$ cat src/rtl/ajuste_reloj_ctrl.sv
// Set-mode controller for the calendar counter chain: gates the 100 Hz tick in RUN,
// steers debounced increment presses (with hold auto-repeat) to the field being edited.
module ajuste_reloj_ctrl #(
   parameter int HOLD_TICKS    = 50,
   parameter int REPEAT_TICKS  = 10,
   parameter int BLINK_TICKS   = 25,
   parameter int TIMEOUT_TICKS = 3000
) (
   input  logic       clk,
   input  logic       rst,
   input  logic       tick_cent,
   input  logic       btn_modo,
   input  logic       btn_mas,
   output logic       stay,
   output logic       add_hora,
   output logic       add_min,
   output logic       add_dia,
   output logic       add_mes,
   output logic [2:0] campo,
   output logic       parpadeo
);

   localparam int HW = $clog2(HOLD_TICKS + 1);
   localparam int RW = $clog2(REPEAT_TICKS + 1);
   localparam int BW = $clog2(BLINK_TICKS + 1);
   localparam int TW = $clog2(TIMEOUT_TICKS + 1);

   localparam logic [HW-1:0] HOLD_MAX  = HW'(HOLD_TICKS);
   localparam logic [HW-1:0] HOLD_LAST = HW'(HOLD_TICKS - 1);
   localparam logic [RW-1:0] REP_LAST  = RW'(REPEAT_TICKS - 1);
   localparam logic [BW-1:0] BLINK_LAST = BW'(BLINK_TICKS - 1);
   localparam logic [TW-1:0] TO_MAX    = TW'(TIMEOUT_TICKS);
   localparam logic [TW-1:0] TO_LAST   = TW'(TIMEOUT_TICKS - 1);

   typedef enum logic [2:0] {
      RUN  = 3'd0,
      HORA = 3'd1,
      MIN  = 3'd2,
      DIA  = 3'd3,
      MES  = 3'd4
   } state_t;

   state_t          state_reg, state_next;
   logic            modo_s1, modo_s2, modo_d;
   logic            mas_s1, mas_s2, mas_d;
   logic [HW-1:0]   hold_cnt;
   logic [RW-1:0]   rep_cnt;
   logic [BW-1:0]   blink_cnt;
   logic [TW-1:0]   to_cnt;
   logic            rep_block;
   logic            stay_reg, parpadeo_reg;
   logic [3:0]      add_reg;

   logic modo_edge, mas_edge, in_set, hold_active;
   logic hold_fire, rep_fire, add_fire, timeout_fire, change;

   assign modo_edge   = modo_s2 & ~modo_d;
   assign mas_edge    = mas_s2 & ~mas_d;
   assign in_set      = (state_reg != RUN);
   assign hold_active = in_set && mas_s2 && !rep_block;
   assign hold_fire   = hold_active && tick_cent && (hold_cnt == HOLD_LAST);
   assign rep_fire    = hold_active && tick_cent && (hold_cnt == HOLD_MAX) && (rep_cnt == REP_LAST);
   // Mode edge wins over any simultaneous increment source.
   assign add_fire    = in_set && !modo_edge && (mas_edge || hold_fire || rep_fire);
   assign timeout_fire = in_set && tick_cent && !mas_s2 && !mas_edge && !modo_edge && (to_cnt == TO_LAST);

   always_comb begin
      state_next = state_reg;
      if (modo_edge) begin
         case (state_reg)
            RUN:     state_next = HORA;
            HORA:    state_next = MIN;
            MIN:     state_next = DIA;
            DIA:     state_next = MES;
            default: state_next = RUN;
         endcase
      end else if (timeout_fire) begin
         state_next = RUN;
      end
   end

   assign change = (state_next != state_reg);

   always_ff @(posedge clk or negedge rst) begin
      if (!rst) begin
         state_reg    <= RUN;
         modo_s1      <= 1'b0;
         modo_s2      <= 1'b0;
         modo_d       <= 1'b0;
         mas_s1       <= 1'b0;
         mas_s2       <= 1'b0;
         mas_d        <= 1'b0;
         hold_cnt     <= '0;
         rep_cnt      <= '0;
         blink_cnt    <= '0;
         to_cnt       <= '0;
         rep_block    <= 1'b0;
         stay_reg     <= 1'b0;
         parpadeo_reg <= 1'b0;
         add_reg      <= '0;
      end else begin
         modo_s1   <= btn_modo;
         modo_s2   <= modo_s1;
         modo_d    <= modo_s2;
         mas_s1    <= btn_mas;
         mas_s2    <= mas_s1;
         mas_d     <= mas_s2;
         state_reg <= state_next;
         stay_reg  <= !in_set && tick_cent;

         add_reg <= '0;
         if (add_fire) begin
            case (state_reg)
               HORA:    add_reg <= 4'b0001;
               MIN:     add_reg <= 4'b0010;
               DIA:     add_reg <= 4'b0100;
               MES:     add_reg <= 4'b1000;
               default: add_reg <= 4'b0000;
            endcase
         end

         if (change) begin
            hold_cnt     <= '0;
            rep_cnt      <= '0;
            blink_cnt    <= '0;
            // A press still held across the change must be released before repeating.
            rep_block    <= mas_s2;
            parpadeo_reg <= (state_next != RUN);
         end else begin
            if (!mas_s2)
               rep_block <= 1'b0;
            if (!hold_active) begin
               hold_cnt <= '0;
               rep_cnt  <= '0;
            end else if (tick_cent) begin
               if (hold_cnt != HOLD_MAX)
                  hold_cnt <= hold_cnt + HW'(1);
               else if (rep_cnt == REP_LAST)
                  rep_cnt <= '0;
               else
                  rep_cnt <= rep_cnt + RW'(1);
            end
            if (in_set && tick_cent) begin
               if (blink_cnt == BLINK_LAST) begin
                  blink_cnt    <= '0;
                  parpadeo_reg <= ~parpadeo_reg;
               end else begin
                  blink_cnt <= blink_cnt + BW'(1);
               end
            end
         end

         if (!in_set || change || modo_edge || mas_edge || mas_s2)
            to_cnt <= '0;
         else if (tick_cent && to_cnt != TO_MAX)
            to_cnt <= to_cnt + TW'(1);
      end
   end

   assign stay     = stay_reg;
   assign add_hora = add_reg[0];
   assign add_min  = add_reg[1];
   assign add_dia  = add_reg[2];
   assign add_mes  = add_reg[3];
   assign campo    = state_reg;
   assign parpadeo = parpadeo_reg;

endmodule

$ cat config.mk
export PLATFORM = sky130hd
export DESIGN_NAME = ajuste_reloj_ctrl
export DESIGN_NICKNAME = d
export VERILOG_FILES = /design/src/rtl/ajuste_reloj_ctrl.sv
export SDC_FILE = /design/constraint.sdc
export NUM_CORES = 1
export LEC_CHECK = 0
export BUFFER_PORTS_ARGS = -buffer_cell sky130_fd_sc_hd__buf_2
export CORE_MARGIN = 5
export CORE_UTILIZATION = 53
export CTS_CLUSTER_DIAMETER = 30
export DETAILED_ROUTE_END_ITERATION = 10
export PLACE_DENSITY = 0.74
export SYNTH_ARGS = -nofsm -noshare
export SYNTH_HDL_FRONTEND = slang
export SYNTH_SLANG_ARGS = --single-unit
$ cat constraint.sdc
create_clock -name clk -period 1.4 [get_ports clk]
set_input_delay 0.14 -clock clk [delete_from_list [all_inputs] [get_ports clk]]
set_output_delay 0.14 -clock clk [all_outputs]
set_load 0.01 [all_outputs]
==> summary.txt, run 1 <==
Worst setup path
  • R2R Setup Slk: -180 ps
  • Top cell family by delay on the critical path: simple AND/OR/NAND/NOR gates
  • Setup crit end: rep_cnt[3]
  • Cell count along the critical path: 4
  • Depth of the worst register-to-register path: 4
  • Classification of the worst setup path: reg2reg
  • Number of buffer and inverter instances along the worst setup path: 0
  • CP Data Required Time: 1620 ps
  • Worst setup path start: hold_cnt[3]
  • Endpoint type of the worst setup path: flip-flop
  • Cell-by-cell listing of the critical path: and4bb_2 > nand3_4 > or4b_1 > a31oi_1
  • Slowest-stage cell, CP: sky130_fd_sc_hd__or4b_1
  • Type of element launching the critical path: flip-flop
  • Worst-path fanout max: 6
  • Launching point of the worst reg2reg path: hold_cnt[3]
  • Data arrival time at the worst-slack endpoint: 1800 ps
  • Crit Reg-Reg Endpoint: rep_cnt[3]
  • Largest incremental delay on the critical path: about 480 ps

Yosys
  • Number of instances in the synthesized netlist: 209
  • Multiplexer share of the synthesized area: less than 1%
  • Yosys top cell area share: 51.2%
  • Leading area contributor after synthesis: sky130_fd_sc_hd__dfrtp_1
  • Main synth FF type: sky130_fd_sc_hd__dfrtp_1
  • Most numerous cell types in the synthesized netlist: sky130_fd_sc_hd__dfrtp_1, sky130_fd_sc_hd__nor2_1, sky130_fd_sc_hd__nand2_1, sky130_fd_sc_hd__inv_1, sky130_fd_sc_hd__a21oi_1
  • Simple logic cell fraction of the synthesized area: 23.3%
  • Main combinational cell family by area after synthesis: simple AND/OR/NAND/NOR gates
  • Most frequent cell after synthesis: sky130_fd_sc_hd__dfrtp_1
  • Area share of fa/ha/maj cells after synthesis: 5.36%
  • Number of enable flip-flop cells after synthesis: 0
  • Register bit count reported by yosys: 43
  • Netlist cell types: 41
  • Post-Synth XOR/XNOR Area: 6.67%
  • Count of yosys warnings during synthesis: 0
  • Sequential area share after synthesis: 51.2%
  • Syn Nets: 223
  • Synth Cell Area: about 0.0021 mm^2
  • Ys async rst share: 100%
  • Complex-gate fraction of the synthesized area: 9.23%
  • Post-Synthesis Mean Instance Area: 10.1 um^2
  • Cell types with the largest area share after synthesis: sky130_fd_sc_hd__dfrtp_1, sky130_fd_sc_hd__ha_1, sky130_fd_sc_hd__nor2_1

Pwr
  • Leakage power figure: 1.30 nW
  • Pwr per Cell Area: about 1200 mW/mm^2
  • Total power: 3.57 mW
  • Peak VDD IR: 1.08 mV

Finish
  • Final layout net count: slightly below 300
  • Number of antenna repair diodes: 0
  • Number of flip-flops in the largest register: 12
  • Synthesis-to-layout area growth: 47.0%
  • Utilization after layout: 82.5%
  • Layout cells sized above 1: between 40% and 50%
  • Regs by FF count: to_cnt (12), hold_cnt (6), blink_cnt (5)
  • Biggest register: to_cnt

GRT
  • Number of antenna violations at the first check in global routing: 0
  • Total global routing track utilization: between 20 and 25%
  • Wire length of the first global-routing pass: 9.08 mm
  • Pin count of the biggest net entering global routing: 27
  • Global route overflow: 0
  • Via count of the first global-routing pass: 1,916

Route
  • Number of nets with antenna violations after routing: 0
  • Router iterations before antenna repair: 4
  • Routed via count: 1,876
  • Average vias per placed instance: 5.74
  • DRC: 0
  • Wire length per cell after detailed routing: about 18 um
  • Routed WL: 5.76 mm
  • Count of routing violations after the opening detailed-route iteration: 95

STA
  • Post-route minimum period: 1580 ps
  • Final worst path period share: 113%
  • Total negative slack for setup checks: -2540 ps
  • Setup skew after layout: 4.67 ps
  • Least setup slack across all paths after layout: -178 ps
  • Pin slew with the least headroom to its limit: 423 ps
  • Max Fclk: about 630 MHz
  • Hold violation count in the final report: 0
  • Unrepaired setup endpoints after global routing: yes
  • Worst hold-check slack: 265 ps
  • Final setup violation count: 27
  • Final count of pins violating max slew: 0
  • Worst-case headroom to the max-slew limit: 71.8%

Floorplan
  • Total core area: 0.00374 mm^2
  • Overall die area: between 0.005 and 0.006 mm^2
  • Starting utilization of the core area: 56.1%
  • Height of the die: 73.0 um
  • X dimension of the die: 73.0 um
  • Cell row count: 22
  • IO Count: 14

Clocking
  • Clock latency reported for the late side of the worst-skew pair: 300 ps
  • Clock sinks: 43
  • Clock tree from TritonCTS: yes
  • Buffer depth of the longest clock path: 2
  • Htree depth: 2
  • Clock buffers created by TritonCTS: 5
  • Cell chosen for the clock root: sky130_fd_sc_hd__clkbuf_8
  • Clock Pin Slew Worst Setup and Hold Paths: 80 ps

Job
  • # Max-Cap Violations: 0

Outcome
  • Run status: complete, but fails checks
  • Violated checks: negative setup slack

Placed design
  • Number of port buffers: 13
  • DP Wirelength: 3.15 mm
  • Routability cong.: 0.774
  • Worst slack at placement: -128 ps

Hold path
  • Tightest Hold Check Type: in2reg
-- power by group --
group	total [mW]	internal [mW]	switching (mW)
logic	1.09	0.503	0.589
registers	1.47	1.35	0.116
clock network	1.01	0.577	0.428
-- how the worst min path moves through the flow --
stage	from	to	slack (ps)	depth (start not counted)
after global routing	tick_cent	stay	270	2
after floorplan	rst	add_reg[0]	-160	0
after detailed placement	rst	hold_cnt[5]	100	1
final	tick_cent	stay	260	2
after global placement	rst	hold_cnt[4]	90	1
after CTS	tick_cent	stay	250	2
-- cells by family (layout without fill, tap and decap cells) --
kind of cell,after synthesis,in the layout
AND/OR/NAND/NOR,92,92
adder cells (fa/ha/maj),9,9
AO/OA/AOI/OAI,30,30
XOR/XNOR,16,16
flip-flops,43,43
multiplexers,2,2
buffers and inverters,17,87
-- placed cells by master (no fill, tap or decap), drive strengths merged, types with 2 or more instances in the layout --
| cell type | Yosys | routed |
|---|---|---|
| o31ai | 2 | 2 |
| and2 | 3 | 3 |
| nor4bb | 2 | 2 |
| ha | 9 | 9 |
| mux2i | 2 | 2 |
| o31a | 2 | 2 |
| dfrtp | 43 | 43 |
| a31oi | 2 | 2 |
| nand4 | 6 | 6 |
| xnor2 | 10 | 10 |
| a211oi | 3 | 3 |
| a21oi | 11 | 11 |
| buf | 3 | 64 |
| or3 | 4 | 4 |
| o21ai | 4 | 4 |
| dlygate4sd3 | 0 | 3 |
| nand2 | 16 | 16 |
| nor3 | 7 | 7 |
| and3b | 2 | 2 |
| and3 | 2 | 2 |
| nand2b | 3 | 3 |
| inv | 12 | 12 |
| nand3 | 11 | 11 |
| nor2 | 27 | 27 |
| clkbuf | 2 | 6 |
| nor4 | 2 | 2 |
| xor2 | 6 | 6 |
-- area by class of cell --
cell class                      count  area (um^2)
Clock buffer                        6         82.6
Clock inverter                      2         35.0
Fill cell                         209          656
Inverter                           12         45.0
Multi-Input combinational cell    149         1260
Sequential cell                    43         1080
Tap cell                           48         60.1
Timing Repair Buffer               67          526
-- worst reg2reg max path, stage by stage, from the launching register on --
cell and delay [ps]:
sky130_fd_sc_hd__dfrtp_1 380, sky130_fd_sc_hd__and4bb_2 360, sky130_fd_sc_hd__nand3_4 120, sky130_fd_sc_hd__or4b_1 480, sky130_fd_sc_hd__a31oi_1 150
-- through the flow --
stage,area [um^2],instances
6_report,3090,327
5_1_grt,3090,327
4_1_cts,2960,326
3_5_place_dp,2540,305
3_3_place_gp,2540,305
2_1_floorplan,2130,209
-- timing repair --
item | 4_1_cts | 5_1_grt
setup buffers | 10 | 7
hold buffers | 3 | 0
endpoints found under the hold margin | 19 | 0
gates cloned | 1 | 0
pin swaps | 21 | 15
resized for setup | 42 | 35
setup endpoints to repair | 27 | 33
-- metal layers --
metal	wire length, um	vias to the layer above	GRT usage (%)
li1	-	869	-
met1	2280	947	27.4
met2	3170	47	39.0
met3	192	13	4.13
met4	116	0	5.53
met5	0	-	0
Power figures use the tool's default switching activity.
==> run 2, diff against run 1 <==
--- a/config.mk
+++ b/config.mk
@@ -7,10 +7,10 @@
 export LEC_CHECK = 0
 export BUFFER_PORTS_ARGS = -buffer_cell sky130_fd_sc_hd__buf_2
 export CORE_MARGIN = 5
-export CORE_UTILIZATION = 53
+export CORE_UTILIZATION = 58
 export CTS_CLUSTER_DIAMETER = 30
 export DETAILED_ROUTE_END_ITERATION = 10
-export PLACE_DENSITY = 0.74
+export PLACE_DENSITY = 0.77
 export SYNTH_ARGS = -nofsm -noshare
 export SYNTH_HDL_FRONTEND = slang
 export SYNTH_SLANG_ARGS = --single-unit
==> constraint.sdc (replaced) <==
create_clock -name clk -period 1.9 [get_ports clk]
set_input_delay 0.19 -clock clk [delete_from_list [all_inputs] [get_ports clk]]
set_output_delay 0.19 -clock clk [all_outputs]
set_load 0.01 [all_outputs]
==> run 2 against run 1 <==
  * Die area down 7.4%
  * Global-route usage down 3.6 points
  * Critical path type unchanged
  * The run now ends clean
  * Largest power group unchanged
  * Clock-buffer cell count unchanged
  * Critical endpoint is now add_reg[1]
  * Setup slack better by 270 ps
  * Final cell count down 15%
  * Clock skew up 5.4 ps
  * Clock power down 59%
==> summary.txt, run 2 (same netlist as run 1, synthesis figures left out) <==
Outcome
  • Run status: completed

STA
  • Final count of pins violating max slew: 0
  • Worst-case headroom to the max-slew limit: between 60% and 70%
  • Final setup violation count: 0
  • Final worst path period share: 95.1%
  • Post-route minimum period: 1810 ps
  • Hold violation count in the final report: 0
  • Total negative slack for setup checks: 0 ps
  • Pin slew with the least headroom to its limit: 518 ps
  • Setup skew after layout: 10.1 ps
  • Unrepaired setup endpoints after global routing: no
  • Max Fclk: ~550 MHz

GRT
  • Most used routing layer in global routing: met2
  • Total global routing track utilization: between 10% and 20%
  • GRT met3 Usage: a little under 4%
  • Via count of the first global-routing pass: 1,646
  • Pin count of the biggest net entering global routing: 44
  • Met1 global-route usage: 22.1%
  • Wire length of the first global-routing pass: 7.32 mm
  • Global route overflow: 0
  • Met2 global-route usage: 31.7%
  • Number of antenna violations at the first check in global routing: 0

Placed design
  • Routability cong.: approximately 0.84
  • Number of port buffers: 13
  • DP Wirelength: between 2 and 3 mm

Finish
  • Sequential Area: 0.00108 mm^2
  • Number of flip-flops in the largest register: 12
  • Fillcell total: 260
  • Layout cells sized above 1: a little over an eighth
  • Synthesis-to-layout area growth: 10.4%
  • Final layout net count: 244
  • Biggest register: to_cnt
  • Most frequent standard cell in the layout excluding fill and tap cells: sky130_fd_sc_hd__dfrtp_1
  • Number of antenna repair diodes: 0
  • Regs by FF count: to_cnt (12), hold_cnt (6), blink_cnt (5)
  • Area of the multi-input gates: 970 um^2
  • Most frequent cells in the layout: sky130_fd_sc_hd__dfrtp_1, sky130_fd_sc_hd__nor2_1, sky130_fd_sc_hd__nand2_1

Clocking
  • Clock buffers created by TritonCTS: 5
  • Buffer depth of the longest clock path: 2
  • Clock tree from TritonCTS: yes
  • Clock Pin Slew Worst Setup and Hold Paths: 120 ps
  • Htree depth: 2
  • Cell chosen for the clock root: sky130_fd_sc_hd__clkbuf_4
  • Clock latency reported for the late side of the worst-skew pair: 340 ps
  • Number of buffers inserted by post-CTS setup repair: 0
  • Clock sinks: 43

Pwr
  • Pwr per Cell Area: 850 mW/mm^2
  • Peak VDD IR: approximately 0.66 mV
  • Total power: 1.97 mW
  • Leakage power figure: 0.990 nW

Route
  • Routed via count: 1,537
  • DRC: 0
  • Average vias per placed instance: 5.55
  • Count of routing violations after the opening detailed-route iteration: 57
  • Routed WL: 4.01 mm
  • Number of nets with antenna violations after routing: 0
  • Router iterations before antenna repair: 4
  • Wire length per cell after detailed routing: about 14 um

Floorplan
  • Overall die area: between 0.004 and 0.005 mm^2
  • Height of the die: between 70 and 80 um
  • IO Count: 14
  • X dimension of the die: between 70 and 80 um
  • Cell row count: 21
  • Total core area: about 0.0034 mm^2
  • Starting utilization of the core area: 61.5%

Worst setup path
  • Data arrival time at the worst-slack endpoint: 2030 ps
  • Worst-path fanout max: 4
  • CP Data Required Time: 2120 ps
  • Endpoint type of the worst setup path: flip-flop
  • Type of element launching the critical path: flip-flop
  • Classification of the worst setup path: reg2reg

Job
  • # Max-Cap Violations: 0

Hold path
  • Tightest Hold Check Type: in2reg
-- run 2: layer usage --
metal / share of wire [%] / up-vias
li1: - / 770
met1: 46 / 739
met2: 50 / 21
met3: 2.8 / 7
met4: 1.2 / 0
met5: 0 / -
-- run 2: metrics by stage --
step / hold slack (ps) / cell area (um^2) / setup slack (ps) / util [%] / instances
floorplan: -106 / 2100 / 307 / - / 209
global placement: 283 / 2220 / 259 / 65.1 / 266
detailed placement: 292 / 2220 / 167 / 65.1 / 266
CTS: 213 / 2310 / 130 / 67.5 / 277
global route: 229 / 2320 / 39.4 / 67.9 / 277
finish: 233 / 2320 / 92.9 / 67.9 / 277
-- run 2: worst paths after layout --
| path | start | cells after the start | slack, ps | to |
|---|---|---|---|---|
| max | rep_cnt[1] | 6 | 90 | add_reg[1] |
| min reg2reg | modo_s1 | 0 | 360 | modo_s2 |
| max reg2reg | rep_cnt[1] | 6 | 90 | add_reg[1] |
| max in group asynchronous | rst | 3 | 1100 | to_cnt[3] |
| min | tick_cent | 2 | 230 | stay |
| min in group asynchronous | rst | 3 | 430 | rep_cnt[0] |
-- run 2: where the power goes --
part	switching (mW)	total [mW]	internal [mW]	leakage (nW)
Sequential	0.115	1.11	0.997	0.576
Combinational	0.263	0.442	0.179	0.386
Clock	0.274	0.417	0.143	0.0282
-- run 2: repair_timing --
item,in CTS,in global routing
resized for setup,0,2
endpoints found under the hold margin,45,0
hold buffers,3,0
setup endpoints to repair,0,3
-- run 2: layout make-up --
class / count / area share, %
flip-flops and latches: 43 / 46.4
well taps: 46 / 2.48
multi-input cells: 149 / 41.8
clock inverters: 2 / 0.539
repair buffers: 19 / 5.07
clock buffers: 6 / 1.78
inverters: 12 / 1.94
-- run 2: worst max-delay path: stages (launching register included) --
cell and delay (ps):
sky130_fd_sc_hd__dfrtp_1 440, sky130_fd_sc_hd__inv_1 70, sky130_fd_sc_hd__ha_1 180, sky130_fd_sc_hd__and3b_1 220, sky130_fd_sc_hd__a21oi_1 80, sky130_fd_sc_hd__o31a_1 340, sky130_fd_sc_hd__nor4_1 340
